`src/rtl/mips_bus_pkg.sv`:
```
// Shared types and constants for the MIPS Avalon-MM bus/memory unit.
// Imported by the interface, the lane aligner and the top.
package mips_bus_pkg;

   typedef enum logic [1:0] {
      IDLE = 2'd0,
      BUS  = 2'd1,
      DONE = 2'd2
   } bus_state_t;

   localparam logic [1:0] SIZE_B = 2'b00;
   localparam logic [1:0] SIZE_H = 2'b01;
   localparam logic [1:0] SIZE_W = 2'b10;

   localparam int ARB_FIXED = 0;
   localparam int ARB_ALT   = 1;

endpackage

```
`src/rtl/mips_bus_mem_unit_if.sv`:
```
// Avalon-MM master-side bus bundle between the memory unit and the system.
// valid/ready: read/write act as valid and stay stable until a cycle with waitrequest=0 completes the beat.
interface mips_bus_mem_unit_if #(
   parameter int ADDR_W = 32
) ();
   logic [ADDR_W-1:0] address;
   logic              read;
   logic              write;
   logic              waitrequest;
   logic [31:0]       writedata;
   logic [3:0]        byteenable;
   logic [31:0]       readdata;

   modport master (
      output address, read, write, writedata, byteenable,
      input  waitrequest, readdata
   );

   modport slave (
      input  address, read, write, writedata, byteenable,
      output waitrequest, readdata
   );
endinterface

```
`src/rtl/mips_bus_lane_align.sv`:
```
// Little-endian lane logic: byte enables, replicated store data,
// load lane extraction with sign/zero extension, and misalignment detection.
module mips_bus_lane_align
   import mips_bus_pkg::*;
(
   input  logic [1:0]  size,
   input  logic [1:0]  a,
   input  logic        sign_ext,
   input  logic [31:0] wdata,
   input  logic [31:0] rdata_bus,
   output logic [3:0]  byteenable,
   output logic [31:0] writedata,
   output logic [31:0] rdata_ext,
   output logic        misaligned
);

   logic [31:0] shifted;
   logic [7:0]  sel_b;
   logic [15:0] sel_h;

   assign shifted = rdata_bus >> {a, 3'b000};
   assign sel_b   = shifted[7:0];
   assign sel_h   = a[1] ? rdata_bus[31:16] : rdata_bus[15:0];

   always_comb begin
      byteenable = 4'b0000;
      writedata  = 32'd0;
      rdata_ext  = 32'd0;
      misaligned = 1'b0;
      case (size)
         SIZE_B: begin
            byteenable = 4'b0001 << a;
            writedata  = {4{wdata[7:0]}};
            rdata_ext  = {{24{sign_ext & sel_b[7]}}, sel_b};
         end
         SIZE_H: begin
            byteenable = a[1] ? 4'b1100 : 4'b0011;
            writedata  = {2{wdata[15:0]}};
            rdata_ext  = {{16{sign_ext & sel_h[15]}}, sel_h};
            misaligned = a[0];
         end
         SIZE_W: begin
            byteenable = 4'b1111;
            writedata  = wdata;
            rdata_ext  = rdata_bus;
            misaligned = (a != 2'b00);
         end
         default: misaligned = 1'b1;
      endcase
   end

endmodule

```
`src/rtl/mips_bus_mem_unit.sv`:
```
// Serialises instruction-fetch and data load/store requests onto one Avalon-MM
// master port, with fixed/alternating arbitration and an optional waitrequest timeout.
module mips_bus_mem_unit
   import mips_bus_pkg::*;
#(
   parameter int ADDR_W   = 32,
   parameter int ARB_MODE = ARB_FIXED,
   parameter int MAX_WAIT = 0
) (
   input  logic                clk,
   input  logic                reset,
   input  logic                if_req,
   input  logic [ADDR_W-1:0]   if_addr,
   output logic                if_ack,
   output logic [31:0]         if_rdata,
   output logic                if_err,
   input  logic                d_req,
   input  logic                d_we,
   input  logic [1:0]          d_size,
   input  logic                d_signed,
   input  logic [ADDR_W-1:0]   d_addr,
   input  logic [31:0]         d_wdata,
   output logic                d_ack,
   output logic [31:0]         d_rdata,
   output logic                d_err,
   output logic                busy,
   output bus_state_t          dbg_state,
   mips_bus_mem_unit_if.master bus
);

   localparam int WCW = (MAX_WAIT > 0) ? $clog2(MAX_WAIT + 1) : 1;
   localparam logic [WCW-1:0] WAIT_LAST = WCW'((MAX_WAIT > 0) ? MAX_WAIT - 1 : 0);
   localparam logic [WCW-1:0] WAIT_MAX  = WCW'(MAX_WAIT);

   bus_state_t        state_q, state_d;
   logic              chan_d_q, we_q, signed_q, err_q, favor_d_q;
   logic [1:0]        size_q;
   logic [ADDR_W-1:0] addr_q;
   logic [31:0]       wdata_q, rdata_q;
   logic [WCW-1:0]    wait_cnt_q;

   logic              in_idle, in_bus, in_done;
   logic              contended, grant_any, grant_d, timeout;
   logic [ADDR_W-1:0] g_addr;
   logic [1:0]        g_size;
   logic              g_we, g_signed;
   logic [31:0]       g_wdata;
   logic [1:0]        la_size, la_a;
   logic              la_signed, la_misaligned;
   logic [31:0]       la_wdata, la_wd_rep, la_rdata;
   logic [3:0]        la_be;

   assign in_idle = (state_q == IDLE);
   assign in_bus  = (state_q == BUS);
   assign in_done = (state_q == DONE);

   // favor_d_q names the channel that wins the next contended grant.
   assign contended = if_req & d_req;
   assign grant_any = if_req | d_req;
   assign grant_d   = d_req & (~if_req | (ARB_MODE == ARB_FIXED) | favor_d_q);

   assign g_addr   = grant_d ? d_addr : if_addr;
   assign g_size   = grant_d ? d_size : SIZE_W;
   assign g_we     = grant_d & d_we;
   assign g_signed = grant_d & d_signed;
   assign g_wdata  = grant_d ? d_wdata : 32'd0;

   // The aligner checks the incoming request in IDLE and serves the latched access afterwards.
   assign la_size   = in_idle ? g_size        : size_q;
   assign la_a      = in_idle ? g_addr[1:0]   : addr_q[1:0];
   assign la_signed = in_idle ? g_signed      : signed_q;
   assign la_wdata  = in_idle ? g_wdata       : wdata_q;

   mips_bus_lane_align u_lane (
      .size       (la_size),
      .a          (la_a),
      .sign_ext   (la_signed),
      .wdata      (la_wdata),
      .rdata_bus  (bus.readdata),
      .byteenable (la_be),
      .writedata  (la_wd_rep),
      .rdata_ext  (la_rdata),
      .misaligned (la_misaligned)
   );

   assign timeout = (MAX_WAIT > 0) && bus.waitrequest && (wait_cnt_q == WAIT_LAST);

   always_comb begin
      state_d = state_q;
      case (state_q)
         IDLE:    if (grant_any) state_d = la_misaligned ? DONE : BUS;
         BUS:     if (!bus.waitrequest || timeout) state_d = DONE;
         DONE:    state_d = IDLE;
         default: state_d = IDLE;
      endcase
   end

   always_ff @(posedge clk or negedge reset) begin
      if (!reset) begin
         state_q    <= IDLE;
         chan_d_q   <= 1'b0;
         we_q       <= 1'b0;
         signed_q   <= 1'b0;
         err_q      <= 1'b0;
         favor_d_q  <= 1'b1;
         size_q     <= 2'b00;
         addr_q     <= '0;
         wdata_q    <= 32'd0;
         rdata_q    <= 32'd0;
         wait_cnt_q <= '0;
      end else begin
         state_q <= state_d;
         case (state_q)
            IDLE: if (grant_any) begin
               chan_d_q   <= grant_d;
               addr_q     <= g_addr;
               size_q     <= g_size;
               signed_q   <= g_signed;
               we_q       <= g_we;
               wdata_q    <= g_wdata;
               rdata_q    <= 32'd0;
               err_q      <= la_misaligned;
               wait_cnt_q <= '0;
               if (contended) favor_d_q <= ~grant_d;
            end
            BUS: begin
               if (!bus.waitrequest) begin
                  rdata_q <= we_q ? 32'd0 : la_rdata;
                  err_q   <= 1'b0;
               end else begin
                  if (wait_cnt_q != WAIT_MAX) wait_cnt_q <= wait_cnt_q + 1'b1;
                  if (timeout) begin
                     rdata_q <= 32'd0;
                     err_q   <= 1'b1;
                  end
               end
            end
            default: ;
         endcase
      end
   end

   // Bus strobes decode straight from state so an async reset drops them at once.
   assign bus.read       = in_bus & ~we_q;
   assign bus.write      = in_bus & we_q;
   assign bus.address    = in_bus ? {addr_q[ADDR_W-1:2], 2'b00} : '0;
   assign bus.byteenable = in_bus ? la_be : 4'b0000;
   assign bus.writedata  = (in_bus & we_q) ? la_wd_rep : 32'd0;

   assign if_ack    = in_done & ~chan_d_q;
   assign d_ack     = in_done & chan_d_q;
   assign if_rdata  = if_ack ? rdata_q : 32'd0;
   assign d_rdata   = d_ack ? rdata_q : 32'd0;
   assign if_err    = if_ack & err_q;
   assign d_err     = d_ack & err_q;
   assign busy      = ~in_idle;
   assign dbg_state = state_q;

endmodule

```
`src/flat_wrapper.sv`:
```
// flat-port wrapper written by rule: the top's interface ports become plain ports
module mips_bus_mem_unit_flat import mips_bus_pkg::*;
#(
   parameter int ADDR_W   = 32,
   parameter int ARB_MODE = ARB_FIXED,
   parameter int MAX_WAIT = 0
)
  (clk, reset, if_req, if_addr, if_ack, if_rdata, if_err, d_req, d_we, d_size, d_signed, d_addr, d_wdata, d_ack, d_rdata, d_err, busy, dbg_state, bus_address, bus_read, bus_write, bus_writedata, bus_byteenable, bus_waitrequest, bus_readdata);
  mips_bus_mem_unit_if #(.ADDR_W(ADDR_W)) bus_i ();
  input  logic clk;
  input  logic reset;
  input  logic if_req;
  input  logic [ADDR_W-1:0] if_addr;
  output logic if_ack;
  output logic [31:0] if_rdata;
  output logic if_err;
  input  logic d_req;
  input  logic d_we;
  input  logic [1:0] d_size;
  input  logic d_signed;
  input  logic [ADDR_W-1:0] d_addr;
  input  logic [31:0] d_wdata;
  output logic d_ack;
  output logic [31:0] d_rdata;
  output logic d_err;
  output logic busy;
  output bus_state_t dbg_state;
  output wire logic [$bits(bus_i.address)-1:0] bus_address;
  output wire logic [$bits(bus_i.read)-1:0] bus_read;
  output wire logic [$bits(bus_i.write)-1:0] bus_write;
  output wire logic [$bits(bus_i.writedata)-1:0] bus_writedata;
  output wire logic [$bits(bus_i.byteenable)-1:0] bus_byteenable;
  input wire logic [$bits(bus_i.waitrequest)-1:0] bus_waitrequest;
  input wire logic [$bits(bus_i.readdata)-1:0] bus_readdata;
  assign bus_address = bus_i.address;
  assign bus_read = bus_i.read;
  assign bus_write = bus_i.write;
  assign bus_writedata = bus_i.writedata;
  assign bus_byteenable = bus_i.byteenable;
  assign bus_i.waitrequest = bus_waitrequest;
  assign bus_i.readdata = bus_readdata;
  mips_bus_mem_unit #(.ADDR_W(ADDR_W), .ARB_MODE(ARB_MODE), .MAX_WAIT(MAX_WAIT)) u_core (.clk(clk), .reset(reset), .if_req(if_req), .if_addr(if_addr), .if_ack(if_ack), .if_rdata(if_rdata), .if_err(if_err), .d_req(d_req), .d_we(d_we), .d_size(d_size), .d_signed(d_signed), .d_addr(d_addr), .d_wdata(d_wdata), .d_ack(d_ack), .d_rdata(d_rdata), .d_err(d_err), .busy(busy), .dbg_state(dbg_state), .bus(bus_i));
endmodule
```
`config.mk`:
```
export PLATFORM = sky130hd
export DESIGN_NAME = mips_bus_mem_unit_flat
export DESIGN_NICKNAME = d
export VERILOG_FILES = /design/src/rtl/mips_bus_pkg.sv /design/src/rtl/mips_bus_mem_unit_if.sv /design/src/rtl/mips_bus_lane_align.sv /design/src/rtl/mips_bus_mem_unit.sv /design/src/flat_wrapper.sv
export SDC_FILE = /design/constraint.sdc
export NUM_CORES = 1
export LEC_CHECK = 0
export CAP_MARGIN = 20
export CORE_ASPECT_RATIO = 0.75
export CORE_MARGIN = 5
export CORE_UTILIZATION = 46
export CTS_BUF_LIST = sky130_fd_sc_hd__clkbuf_16
export DETAILED_ROUTE_END_ITERATION = 6
export PLACE_DENSITY = 0.86
export SETUP_SLACK_MARGIN = 0.05
export SLEW_MARGIN = 25
export SYNTH_ARGS = -nofsm -noshare
export SYNTH_HDL_FRONTEND = slang
export SYNTH_SLANG_ARGS = --single-unit
export TNS_END_PERCENT = 1
```
`constraint.sdc`:
```
create_clock -name clk -period 3.8 [get_ports clk]
set_clock_uncertainty 0.1 [all_clocks]
set_input_delay 0.76 -clock clk [delete_from_list [all_inputs] [get_ports clk]]
set_output_delay 0.76 -clock clk [all_outputs]
set_load 0.005 [all_outputs]
```
## After elaboration in Yosys (flattened, before gate mapping)

Index checks and enable logic that the tools add are counted.

| storage, ports and cells | value |
|---|---|
| register bits | 104 |
| logic and storage cells | 67 |
| input port bits | 137 |
| output and inout bits | 141 |

| operators by class | value |
|---|---|
| mux-type cells | 29 |
| reductions and logical operators | 7 |
| eq/ne operators | 6 |
| shift-type cells | 2 |
| bitwise logic cells | 14 |

Operators with widths:

| cell | number |
|---|---|
| 32-bit 2-to-1 mux | 10 |
| 32-bit one-hot mux with 3 select lines | 2 |
| 32-bit one-hot mux with 2 select lines | 1 |
| 32-bit by 5-bit right shift with 8-bit output | 1 |
| 16-bit 2-to-1 mux | 1 |
| 2-bit 2-to-1 mux | 6 |
| 4-bit one-hot mux with 3 select lines | 1 |
| 1-bit AND | 10 |
| 4-bit 2-to-1 mux | 2 |
| 2-bit by 1-bit == test with 1-bit output, second input constant | 2 |
| 2-bit == test, second input constant | 2 |
| 2-bit logical NOT | 2 |
| 2-bit != test, second input constant | 2 |
| 2-bit one-hot mux with 2 select lines | 1 |
| 2-bit AND reduction | 2 |
| 2-bit nonzero test | 2 |
| 1-bit by 2-bit << shifter with 4-bit output, first input constant | 1 |
| 1-bit 2-to-1 mux | 3 |
| 1-bit NOT | 3 |
| 1-bit one-hot mux with 3 select lines | 1 |
| 3-bit AND reduction | 1 |
| 1-bit one-hot mux with 2 select lines | 1 |
| 1-bit bitwise OR | 1 |

## Logic depth before layout (Yosys ltp)

Gate-level depths: netlist of run 1.

| logic depth | value |
|---|---|
| depth in word-level cells | 8 |
| depth in mapped cells | 8 |
| depth with buffers taken out | 6 |

## Hierarchy

A second synthesis of run 1 with hierarchy kept.

| unflattened totals | value |
|---|---|
| cell total of the unflattened synthesis | 772 |
| area total of the unflattened synthesis | 6866.6 µm² |

Modules (own cells, without submodules):

| module | instances | area each (µm²) | cells an instance | sequential area each (µm²) |
|---|---|---|---|---|
| mips_bus_mem_unit | 1 | 5701.7 | 578 | 2602.5 |
| mips_bus_lane_align | 1 | 1164.9 | 194 | 0.0 |

## Worst setup path before layout of run 1

No wires, ideal clock.

| timing | value |
|---|---|
| kind | input -> output |
| from | input d_req |
| to | output bus_byteenable[0] |
| arrival | 1.971 ns |
| stages on the path | 7 |
| path slack | 0.969 ns |
| required time | 2.940 ns |
| path buffers | 3 |
| cell sequence | buf_4 -> mux2i_1 -> a21o_1 -> buf_2 -> buf_2 -> o21ai_0 -> a21oi_1 |

| between the ends | value |
|---|---|
| word-level cells in the longest chain between the ends | 5 |
| elaborated cells on any way between the ends | 11 |
| classes of those cells | eq/ne (2); shift (1); mux (7); reduce/logical (1) |

Ends and longest elaborated chain:

| what | line | text |
|---|---|---|
| start: declaration | flat_wrapper.sv:17 | `input logic d_req;` |
| 2-bit 2-to-1 mux / 32-bit 2-to-1 mux (equally long branches) | mips_bus_mem_unit.sv:63, mips_bus_mem_unit.sv:62 |  |
| 2-bit 2-to-1 mux (on tied branches) | mips_bus_mem_unit.sv:69, mips_bus_mem_unit.sv:70 |  |
| 2-bit == test (tied with other cells) | mips_bus_lane_align.sv:30 | `case (size)` |
| 4-bit one-hot mux with 3 select lines (*) | mips_bus_lane_align.sv:30 |  |
| 4-bit 2-to-1 mux (*) | mips_bus_mem_unit.sv:147 | `assign bus.byteenable = in_bus ? la_be : 4'b0000;` |
| end: declaration | flat_wrapper.sv:32 | `output wire logic [$bits(bus_i.byteenable)-1:0] bus_byteenable;` |

Every way passes the cells marked *; elsewhere a longest branch is shown, timed or not.

## Worst setup path in the final report of run 1

| timing | value |
|---|---|
| from | input d_size[1] |
| to | output bus_writedata[29] |

| between the ends | value |
|---|---|
| word-level cells in the longest chain between the ends | 5 |
| elaborated cells on any way between the ends | 7 |
| classes of those cells | eq/ne (2); mux (4); reduce/logical (1) |

Ends and longest elaborated chain:

| what | line | text |
|---|---|---|
| start: declaration | flat_wrapper.sv:19 | `input logic [1:0] d_size;` |
| 2-bit 2-to-1 mux (*) | mips_bus_mem_unit.sv:63 | `assign g_size = grant_d ? d_size : SIZE_W;` |
| 2-bit 2-to-1 mux (*) | mips_bus_mem_unit.sv:69 | `assign la_size = in_idle ? g_size : size_q;` |
| 2-bit == test (tied with other cells) | mips_bus_lane_align.sv:30 |  |
| 32-bit one-hot mux with 3 select lines (*) | mips_bus_lane_align.sv:30 |  |
| 32-bit 2-to-1 mux (*) | mips_bus_mem_unit.sv:148 | `assign bus.writedata = (in_bus & we_q) ? la_wd_rep : 32'd0;` |
| end: declaration | flat_wrapper.sv:31 | `output wire logic [$bits(bus_i.writedata)-1:0] bus_writedata;` |

Marks and branches as above.

==> results of run 1 <==
## critical path, stage by stage
cell and delay [ns]:
clkdlybuf4s50_1 0.48, nor4b_4 0.38, or2_4 0.26, buf_4 0.15
o211ai_1 0.10, a21oi_1 0.19, clkdlybuf4s50_1 0.53
## worst max path at each step
stage	startpoint	endpoint	slack (ns)	cells after the start
after floorplan	d_req	bus_byteenable[0]	0.97	7
after global placement	d_size[0]	bus_writedata[25]	-0.57	6
after detailed placement	d_size[0]	bus_writedata[9]	-0.26	6
after CTS	d_size[0]	bus_writedata[9]	0.06	6
after global routing	d_size[1]	bus_writedata[12]	0.01	8
final	d_size[1]	bus_writedata[29]	0.09	7
## registers in the layout, indices dropped and copies added (netlist names), 2 cells and up
| signal | flops |
|---|---|
| u_core.wdata_q | 32 |
| u_core.addr_q | 32 |
| u_core.rdata_q | 32 |
| u_core.dbg_state | 2 |
| u_core.size_q | 2 |
## power groups by stage
| stage | Combinational (mW) | Clock, mW | Sequential (mW) |
|---|---|---|---|
| after global placement | 2.73 | 0 | 1.77 |
| after floorplan | 1.75 | 0 | 1.71 |
| after global routing | 3.12 | 1.07 | 1.84 |
| after detailed placement | 2.79 | 0 | 1.79 |
| after CTS | 2.81 | 1.02 | 1.77 |
| final | 2.87 | 1.00 | 1.78 |
## metrics by stage
step / setup WS, ns / area (um^2) / std cells / setup TNS, ns / hold slack [ns]
2_1_floorplan: 0.9688 / 6269 / 673 / 0 / 0.3418
3_3_place_gp: -0.5729 / 9229 / 1084 / -8.185 / 0.3520
3_5_place_dp: -0.2616 / 9231 / 1084 / -2.619 / 0.3620
4_1_cts: 0.05574 / 9568 / 1101 / 0 / 0.3593
5_1_grt: 0.01154 / 9623 / 1106 / 0 / 0.3786
6_report: 0.08713 / 9623 / 1106 / 0 / 0.3346
## placed cells by master, fill, tap and decap left out, drive strengths merged, types with 2 or more instances in the layout
master / count
inv: 6
or2: 2
buf: 33
nor3: 4
a21o: 3
nor3b: 2
o211ai: 12
a222oi: 15
conb: 2
mux2: 8
nand2: 89
o21ai: 45
a211o: 2
a31oi: 2
clkdlybuf4s50: 273
a221oi: 16
o2111ai: 2
o21ba: 3
a22oi: 9
nor2b: 3
clkbuf: 9
dfrtp: 104
and2: 98
mux2i: 46
a21oi: 29
nor2: 41
clkinvlp: 2
o21a: 3
a22o: 58
bufinv: 2
## logic make-up after synthesis
| group | count (synthesis) | synth area share |
|---|---|---|
| AND/OR/NAND/NOR | 244 | 0.2041 |
| AO/OA/AOI/OAI | 203 | 0.2429 |
| flip-flops | 104 | 0.4154 |
| buffers and inverters | 66 | 0.04853 |
| multiplexers | 54 | 0.08848 |
| other | 1 | 0.0005986 |
## layout make-up
type,instances,share of cell area
Multi-Input combinational cell,504,0.3557
Timing Repair Buffer,306,0.3163
Sequential cell,104,0.2704
Clock buffer,9,0.02340
Tap cell,171,0.02223
Clock inverter,7,0.01001
Inverter,4,0.001560
Antenna cell,1,0.0002600
## timing repair
item                       CTS  global route
gates cloned                 0             1
resized for setup            2             6
setup buffers                1             3
setup endpoints to repair   26            27
pin swaps                    1             2
## layer usage
metal  wire length [um]  part of all wire
met4                412             0.019
met5                  0                 0
met1               9224              0.42
met2               9829              0.45
met3               2287              0.11
==> results.md, run 1 <==
- FFs w/ async S/R, synth: 1.000
- Die H: roughly 110 um
- Gate power share: 0.508
- DIE AREA: 16080 um^2
- Critical-path maximum fanout: 9
- Register area share after synthesis: 0.4154
- Worst skew pair latency: 0.34 ns
- Post-DRT Antenna Nets: 0
- Synth top area cells: dfrtp_1 (42%), and2_1 (9.8%), a22o_1 (8.1%), mux2i_1 (7.3%), nand2_1 (5.3%)
- Worst Path Required: around 2.9 ns
- Overflow after GRT: 0
- DR DRC count: 0
- RSZ-0062 raised after global routing: yes
- WS Path Type: input port to output port
- IO Count: roughly 280
- Most frequent cell after synthesis: dfrtp_1
- Slew headroom: 0.5248
- Sequential Power Share: 0.315
- Leakage: 4.221 nW
- Clock sinks: 104
- Clk pwr share: 0.178
- Setup crit end kind: output port
- Initial Util: 0.4763
- H-tree levels: 3
- Power Internal: 3.432 mW
- Sequential cell area: between 2000 and 3000 um^2
- Area of the multi-input gates: 3423 um^2
- Synthesized area: approximately 6300 um^2
- Drt total wl: between 20 and 25 mm
- Average wire per standard cell: 19.67 um
- Vias per Instance: approximately 5.7
- Top Usage Layer GRT: met2
- Synth top area share: 0.4154
- Max-cap violation count: 0
- Reg2reg start: u_core.dbg_state[1]
- Final count of hold timing violations: 0
- R2R Path End: u_core.rdata_q[10]
- Share of layout cells above drive strength 1: 0.08779
- Nets: 1066
- Fin crit share: 0.9771
- Post-Syn Area per Cell: 9.323 um^2
- Worst slew pin tran: between 0.7 and 0.8 ns
- Ys Warns: 0
- Worst hold path class: input port to asynchronous set/reset pin
- Max Root-Sink Buffers: 2
- TritonCTS buffer count: 9
- Arrival time at the worst endpoint: approximately 2.9 ns
- Outcome: complete, no violations
- FF+latch count, synth: 104
- Post-synth top area cell: dfrtp_1
- Pin count of the biggest net entering global routing: 58
- Net Sw Power: 2.225 mW
- Post-synth EDFFs: 0
- Routed vias: 6278
- Post-Synthesis Cells: 672
- Post-synth top cells: dfrtp_1 (104), and2_1 (98), nand2_1 (89), a22o_1 (58), mux2i_1 (46)
- Final max-slew violation count: 0
- Grt met3 use: 0.07158
- Detailed Route Iter0 Violations: between 600 and 700
- R2R cell count: 9
- Layout Area Growth over Synthesis: 53.60%
- Core Box Area: 13150 um^2
- Met2 usage: 0.4023
- Clock-pin slew on the worst setup and hold paths: 0.07 ns
- Fillers: around 1000
- Sw frac: 0.3933
- Power Total: 5.658 mW
- Yosys cell types: 51
- Hold buffer count at cts: 0
- HPWL after detailed placement: 16.21 mm
- IO Port Bufs: 275
- Fin util: 0.7316
- Crit start category: input port
- Global Route met1 Usage: 0.3689
- Initial antenna violation count: 1
- Maximum vdd drop: 405.7 uV
- Pre-antenna DRT Iters: 5
- TritonCTS clock tree: done
- Tmin final: between 3 and 4 ns
- First-pass GRT wire length: 33.81 mm
- Row count: 36
- Main synth FF type: dfrtp_1
- Max Freq: 0.2693 GHz
- R2R Setup Slk: 0.82 ns
- Die Width: between 100 and 150 um
- GP Congestion: 0.9113
- CTS root buf: clkbuf_16
- Number of global-route vias before repair: around 6100
- Power per cell area: 587.9 nW/um^2
- Total track usage: 0.2646
- Setup-failing EPs final: 0
No activity file was read; power rests on OpenSTA's default activity.
==> run 2, diff against run 1 <==
--- a/config.mk
+++ b/config.mk
@@ -11,6 +11,7 @@
 export CORE_UTILIZATION = 46
 export CTS_BUF_LIST = sky130_fd_sc_hd__clkbuf_16
 export DETAILED_ROUTE_END_ITERATION = 6
+export MAX_ROUTING_LAYER = met4
 export PLACE_DENSITY = 0.86
 export SETUP_SLACK_MARGIN = 0.05
 export SLEW_MARGIN = 25
==> results.md, run 2 (same netlist as run 1, synthesis figures left out) <==
- CP max stage delay: 0.53 ns (about the same)
- R2R Setup Slk: 0.83 ns (about the same)
- Setup-failing EPs final: 0 (unchanged)
- Power Internal: 3.433 mW (about the same)
- Initial antenna violation count: 1 (unchanged)
- HPWL after detailed placement: 16.21 mm (unchanged)
- DR DRC count: 16 (+16)
- Detailed Route Iter0 Violations: 635 (+0.79%)
- R2R Path End: u_core.rdata_q[10]
- Slowest CP cell: clkdlybuf4s50_1
- Post-DRT Antenna Nets: 0 (unchanged)
- Worst slew pin tran: 0.7183 ns (+0.006267 ns)
- Sequential Power Share: 0.315 (about the same)
- Hold buffer count at cts: 0 (unchanged)
- Core Box Area: 13150 um^2 (unchanged)
- Top cell by count, worst path: clkdlybuf4s50_1
- Commonest cells after routing, fill and taps aside: clkdlybuf4s50_1 (273), dfrtp_1 (104), and2_1 (98)
- Initial Util: 0.4763 (unchanged)
- IO Port Bufs: 275 (unchanged)
- Max-cap violation count: 0 (unchanged)
- Vias per Instance: 5.686 (+0.18%)
- Fin crit share: 0.9781 (+0.001025)
- Pin count of the biggest net entering global routing: 58 (unchanged)
- Max Root-Sink Buffers: 2 (unchanged)
- Top Registers: u_core.addr_q x32, u_core.rdata_q x32, u_core.wdata_q x32
- Die Width: 144.8 um (unchanged)
- Sw frac: 0.3934 (about the same)
- TritonCTS clock tree: done
- GP Congestion: 0.9271 (+1.7%)
- Final max-slew violation count: 0 (unchanged)
- Drt total wl: 21.81 mm (+0.25%)
- Layout Area Growth over Synthesis: 53.60% (unchanged)
- Row count: 36 (unchanged)
- Overflow after GRT: 0 (unchanged)
- Leakage: 4.221 nW (unchanged)
- Max Freq: 0.2691 GHz (-0.11%)
- Worst skew pair latency: 0.34 ns (about the same)
- Slew headroom: 0.5206 (-0.004182)
- Hold Slack: 0.3298 ns (-0.004764 ns)
- Crit start category: input port
- Maximum vdd drop: 403.4 uV (-0.55%)
- RSZ-0062 raised after global routing: yes
- Worst hold path class: input port to asynchronous set/reset pin
- Most common cell after layout, fill and taps aside: clkdlybuf4s50_1
- Clock sinks: 104 (unchanged)
- Worst Path Required: 2.94 ns (about the same)
- IO Count: 278 (unchanged)
- Final count of hold timing violations: 0 (unchanged)
- Arrival time at the worst endpoint: 2.86 ns (about the same)
- Outcome: complete, but fails checks
- Average wire per standard cell: 19.72 um (+0.25%)
- Critical-path maximum fanout: 9 (unchanged)
- Power per cell area: 588.0 nW/um^2 (about the same)
- R2R cell count: 9 (unchanged)
- Clk pwr share: 0.177 (about the same)
- Pre-antenna DRT Iters: 7 (+2)
- Cell breakdown of the critical path: clkdlybuf4s50_1 -> nor4b_4 -> or2_4 -> buf_4 -> o211ai_1 -> a21oi_1 -> clkdlybuf4s50_1
- TritonCTS buffer count: 9 (unchanged)
- DIE AREA: 16080 um^2 (unchanged)
- Share of layout cells above drive strength 1: 0.08779 (unchanged)
- Failing checks: DRC
- CTS root buf: clkbuf_16
- H-tree levels: 3 (unchanged)
- Routed vias: 6289 (+0.18%)
- Total track usage: 0.2718 (+0.007154)
- Reg2reg start: u_core.dbg_state[1]
- Die H: 111.1 um (unchanged)
- Net Sw Power: 2.226 mW (about the same)
- Clock-pin slew on the worst setup and hold paths: 0.07 ns (about the same)
- Gate power share: 0.508 (about the same)
- Fin util: 0.7316 (unchanged)
- Number of global-route vias before repair: 6126 (+0.41%)
- Nets: 1066 (unchanged)
- First-pass GRT wire length: 33.74 mm (-0.20%)
- Tmin final: 3.717 ns (+0.003896 ns)
- Setup crit end kind: output port
- WS Path Type: input port to output port
==> run 2: cell counts in the layout (fill, tap and decap cells not counted) <==
Identical to the previous run, type by type.
==> run 2: per-stage QoR <==
| step | TNS, ns | power, mW | instance area (um^2) | setup slack [ns] | instances |
|---|---|---|---|---|---|
| 2_1_floorplan | 0 | 3.459 | 6269 | 0.9688 | 673 |
| 3_5_place_dp | -2.619 | 4.581 | 9231 | -0.2616 | 1084 |
| 4_1_cts | 0 | 5.606 | 9568 | 0.05574 | 1101 |
| 5_1_grt | 0 | 6.031 | 9623 | 0.01154 | 1106 |
| 3_3_place_gp | -8.185 | 4.503 | 9229 | -0.5729 | 1084 |
| 6_report | 0 | 5.659 | 9623 | 0.08324 | 1106 |
==> run 2: area by class of cell <==
cell class / instances / area, um^2
fill: 1048 / 3530
multi-input combinational: 504 / 3423
timing repair buffer: 306 / 3044
sequential: 104 / 2603
clock buffer: 9 / 225.2
tap: 171 / 214.0
clock inverter: 7 / 96.34
inverter: 4 / 15.01
antenna: 1 / 2.502
==> run 2: power groups by stage <==
| stage | sequential [mW] | combinational [mW] | clock (mW) |
|---|---|---|---|
| 2_1_floorplan | 1.71 | 1.75 | 0 |
| 3_3_place_gp | 1.77 | 2.73 | 0 |
| 6_report | 1.78 | 2.87 | 1.00 |
| 5_1_grt | 1.84 | 3.12 | 1.07 |
| 3_5_place_dp | 1.79 | 2.79 | 0 |
| 4_1_cts | 1.77 | 2.81 | 1.02 |
==> run 2: worst max path at each step <==
stage	start	end	depth (start not counted)
after floorplan	d_req	bus_byteenable[0]	7
after CTS	d_size[0]	bus_writedata[9]	6
final	d_size[1]	bus_writedata[29]	7
after global placement	d_size[0]	bus_writedata[25]	6
after detailed placement	d_size[0]	bus_writedata[9]	6
after global routing	d_size[1]	bus_writedata[12]	8
==> run 2: timing repair <==
action | in CTS | in global routing
cloned | 0 | 1
setup endpoints to repair | 26 | 27
pin swaps | 1 | 2
setup buffers | 1 | 3
resized for setup | 2 | 6
==> run 2: per-layer routing <==
layer / global-route usage / wire length, um / up-vias / share of wire
li1: - / - / 2939 / -
met1: 0.3705 / 9329 / 2983 / 0.43
met2: 0.4026 / 9751 / 338 / 0.45
met3: 0.06727 / 2317 / 29 / 0.11
met4: 0.07831 / 408 / 0 / 0.019
met5: - / 0 / - / 0
==> run 2: critical path: cells and delay by family <==
kind / cells / cell delay [ns]
compound gates: 2 / 0.29
buf+inv: 3 / 1.16
simple gates: 2 / 0.64
==> run 3, diff against run 2 <==
--- a/config.mk
+++ b/config.mk
@@ -8,11 +8,11 @@
 export CAP_MARGIN = 20
 export CORE_ASPECT_RATIO = 0.75
 export CORE_MARGIN = 5
-export CORE_UTILIZATION = 46
+export CORE_UTILIZATION = 43
 export CTS_BUF_LIST = sky130_fd_sc_hd__clkbuf_16
 export DETAILED_ROUTE_END_ITERATION = 6
 export MAX_ROUTING_LAYER = met4
-export PLACE_DENSITY = 0.86
+export PLACE_DENSITY = 0.81
 export SETUP_SLACK_MARGIN = 0.05
 export SLEW_MARGIN = 25
 export SYNTH_ARGS = -nofsm -noshare
==> constraint.sdc (replaced) <==
create_clock -name clk -period 3.9 [get_ports clk]
set_clock_uncertainty 0.1 [all_clocks]
set_input_delay 0.78 -clock clk [delete_from_list [all_inputs] [get_ports clk]]
set_output_delay 0.78 -clock clk [all_outputs]
set_load 0.005 [all_outputs]
==> results.md, run 3 (same netlist as run 1, synthesis figures left out) <==
- Die Width: 149.4 um (+3.2%)
- Drt total wl: 21.09 mm (-3.3%)
- Initial antenna violation count: 0 (-1)
- Sw frac: 0.3916 (-0.001749)
- Cell family contributing the most delay on the critical path: buffers and inverters
- Power Internal: 3.253 mW (-5.2%)
- Max-cap violation count: 0 (unchanged)
- Final count of hold timing violations: 0 (unchanged)
- Detailed Route Iter0 Violations: 606 (-4.6%)
- TritonCTS buffer count: 9 (unchanged)
- Tmin final: 3.756 ns
- Grt met3 use: 0.07004 (+0.002773)
- Net Sw Power: 2.094 mW (-5.9%)
- Total track usage: 0.2512 (-0.02058)
- DR DRC count: 0 (-16)
- Worst skew pair latency: 0.34 ns (about the same)
- Number of global-route vias before repair: 6058 (-1.1%)
- Pre-antenna DRT Iters: 5 (-2)
- Top cell by count, worst path: clkdlybuf4s50_1
- Top Registers: u_core.addr_q x32, u_core.rdata_q x32, u_core.wdata_q x32
- IO Port Bufs: 275 (unchanged)
- Ant diodes: 0 (-1)
- Clk pwr share: 0.165 (-0.012)
- Cell breakdown of the critical path: clkdlybuf4s50_1 -> and4bb_1 -> or2_1 -> nor2_2 -> buf_4 -> nand2_1 -> a21oi_1 -> clkdlybuf4s50_1
- Gate power share: 0.502 (-0.006)
- Routed vias: 6136 (-2.4%)
- Leakage: 4.191 nW (-0.69%)
- WS Path Type: input port to output port
- Max Root-Sink Buffers: 2 (unchanged)
- Commonest cells after routing, fill and taps aside: clkdlybuf4s50_1 (273), dfrtp_1 (102), and2_1 (98)
- Setup crit end kind: output port
- CP max stage delay: 0.56 ns (+0.03 ns)
- Worst Path Buf+Inv: 3 (unchanged)
- Most common cell after layout, fill and taps aside: clkdlybuf4s50_1
- Crit start category: input port
- Final Cell Area: 9574 um^2 (-0.51%)
- Top Usage Layer GRT: met2
- Slowest CP cell: clkdlybuf4s50_1
- Met2 usage: 0.3789 (-0.02373)
- Outcome: complete, no violations
- Post-DP Area: 9283 um^2 (+0.56%)
- Global Route met1 Usage: 0.3387 (-0.03182)
- GP Congestion: 0.9253 (-0.19%)
- Slew headroom: 0.3245 (-0.1961)
- Power per cell area: 558.5 nW/um^2 (-5.0%)
- Layout Area Growth over Synthesis: 52.83%
- H-tree levels: 3 (unchanged)
- Overflow after GRT: 0 (unchanged)
- Setup Buffers After CTS: 0 (-1)
- First-pass GRT wire length: 32.98 mm (-2.2%)
- Clock-pin slew on the worst setup and hold paths: 0.07 ns (about the same)
- DIE AREA: 17110 um^2 (+6.4%)
- Maximum vdd drop: 338.8 uV (-16%)
- Row count: 38 (+5.6%)
- CTS root buf: clkbuf_16
- Arrival time at the worst endpoint: 2.88 ns (+0.02 ns)
- Share of layout cells above drive strength 1: 0.08056 (-0.007236)
- Setup-failing EPs final: 0 (unchanged)
- Average wire per standard cell: 18.65 um (-5.4%)
- Fin crit share: 0.9630
- Post-DRT Antenna Nets: 0 (unchanged)
- HPWL after detailed placement: 16.16 mm (-0.31%)
- Worst slew pin tran: 1.010 ns (+0.2912 ns)
- Setup_tns: 0 ns (unchanged)
- TritonCTS clock tree: done
- Sequential Power Share: 0.333 (+0.018)
- Core Box Area: 14360 um^2 (+9.2%)
- Nets: 1065 (-0.094%)
- Die H: 114.5 um (+3.1%)
- Max Freq: 0.2663 GHz
- RSZ-0062 raised after global routing: yes
- Worst hold path class: flip-flop to flip-flop
- Pin count of the biggest net entering global routing: 61 (+5.2%)
- Vias per Instance: 5.425 (-4.6%)
- IO Count: 278 (unchanged)
- Final max-slew violation count: 0 (unchanged)
- Initial Util: 0.4363 (-0.04001)
- Clock sinks: 104 (unchanged)
- Critical-path maximum fanout: 4 (-5)
- Worst Path Required: 3.02 ns (+0.08 ns)
[run 3: cell count changes in the layout (fill, tap and decap cells not counted), moves of 2 or more]
| cell | delta |
|---|---|
| dfrtp_2 | +2 |
| nor2_2 | -2 |
| a21oi_1 | +2 |
| nor2_4 | -2 |
| a21oi_2 | -2 |
| dfrtp_1 | -2 |
| nor2_1 | +3 |
[run 3: worst min-delay path, cell delays in order, from the launching register on]
cell,delay (ns)
dfrtp_1,0.34
nand2_1,0.04
o21ai_0,0.06
[run 3: path summary, 6_finish.rpt]
check	slack, ns	to	from	depth (start not counted)
max	0.14	bus_writedata[11]	d_size[0]	8
min	0.37	u_core.addr_q[19]	u_core.addr_q[19]	2
max reg2reg	0.91	u_core.rdata_q[11]	u_core.dbg_state[0]	9
min reg2reg	0.37	u_core.addr_q[19]	u_core.addr_q[19]	2
max in group asynchronous	2.48	u_core.rdata_q[12]	reset	2
min in group asynchronous	0.42	u_core.addr_q[24]	reset	1
[run 3: routing by layer]
| layer | up-vias | wire length, um |
|---|---|---|
| li1 | 2935 | - |
| met1 | 2888 | 9270 |
| met2 | 277 | 9539 |
| met3 | 36 | 1909 |
| met4 | 0 | 375 |
| met5 | - | 0 |
[run 3: metrics by stage]
step,cells,hold slack (ns),util,setup WS [ns],power [mW]
finish,1131,0.3730,0.6668,0.1445,5.347
global route,1131,0.4078,0.6668,0.02471,5.743
detailed placement,1117,0.3621,0.6465,0.1312,4.446
global placement,1117,0.3518,0.6465,0.1684,4.392
CTS,1131,0.3788,0.6663,0.05379,5.359
floorplan,673,0.3418,-,1.029,3.371
[run 3: what timing repair did]
| item | CTS | global route |
|---|---|---|
| setup endpoints to repair | 0 | 25 |
| gates resized for setup | 0 | 3 |
| hold buffers | 0 | 0 |
[run 3: area by class of cell]
type                            count  area [um^2]
Fill cell                        1188         4785
Timing Repair Buffer              306         3032
Inverter                            4        15.01
Sequential cell                   104         2605
Clock buffer                        9        225.2
Clock inverter                      5        58.81
Multi-Input combinational cell    503         3388
Tap cell                          200        250.2
[run 3: power by group through the flow]
stage	clock, mW	sequential (mW)	combinational [mW]
after floorplan	0	1.67	1.70
after global placement	0	1.77	2.62
after detailed placement	0	1.79	2.66
after CTS	0.913	1.77	2.67
after global routing	0.960	1.84	2.95
final	0.884	1.78	2.68
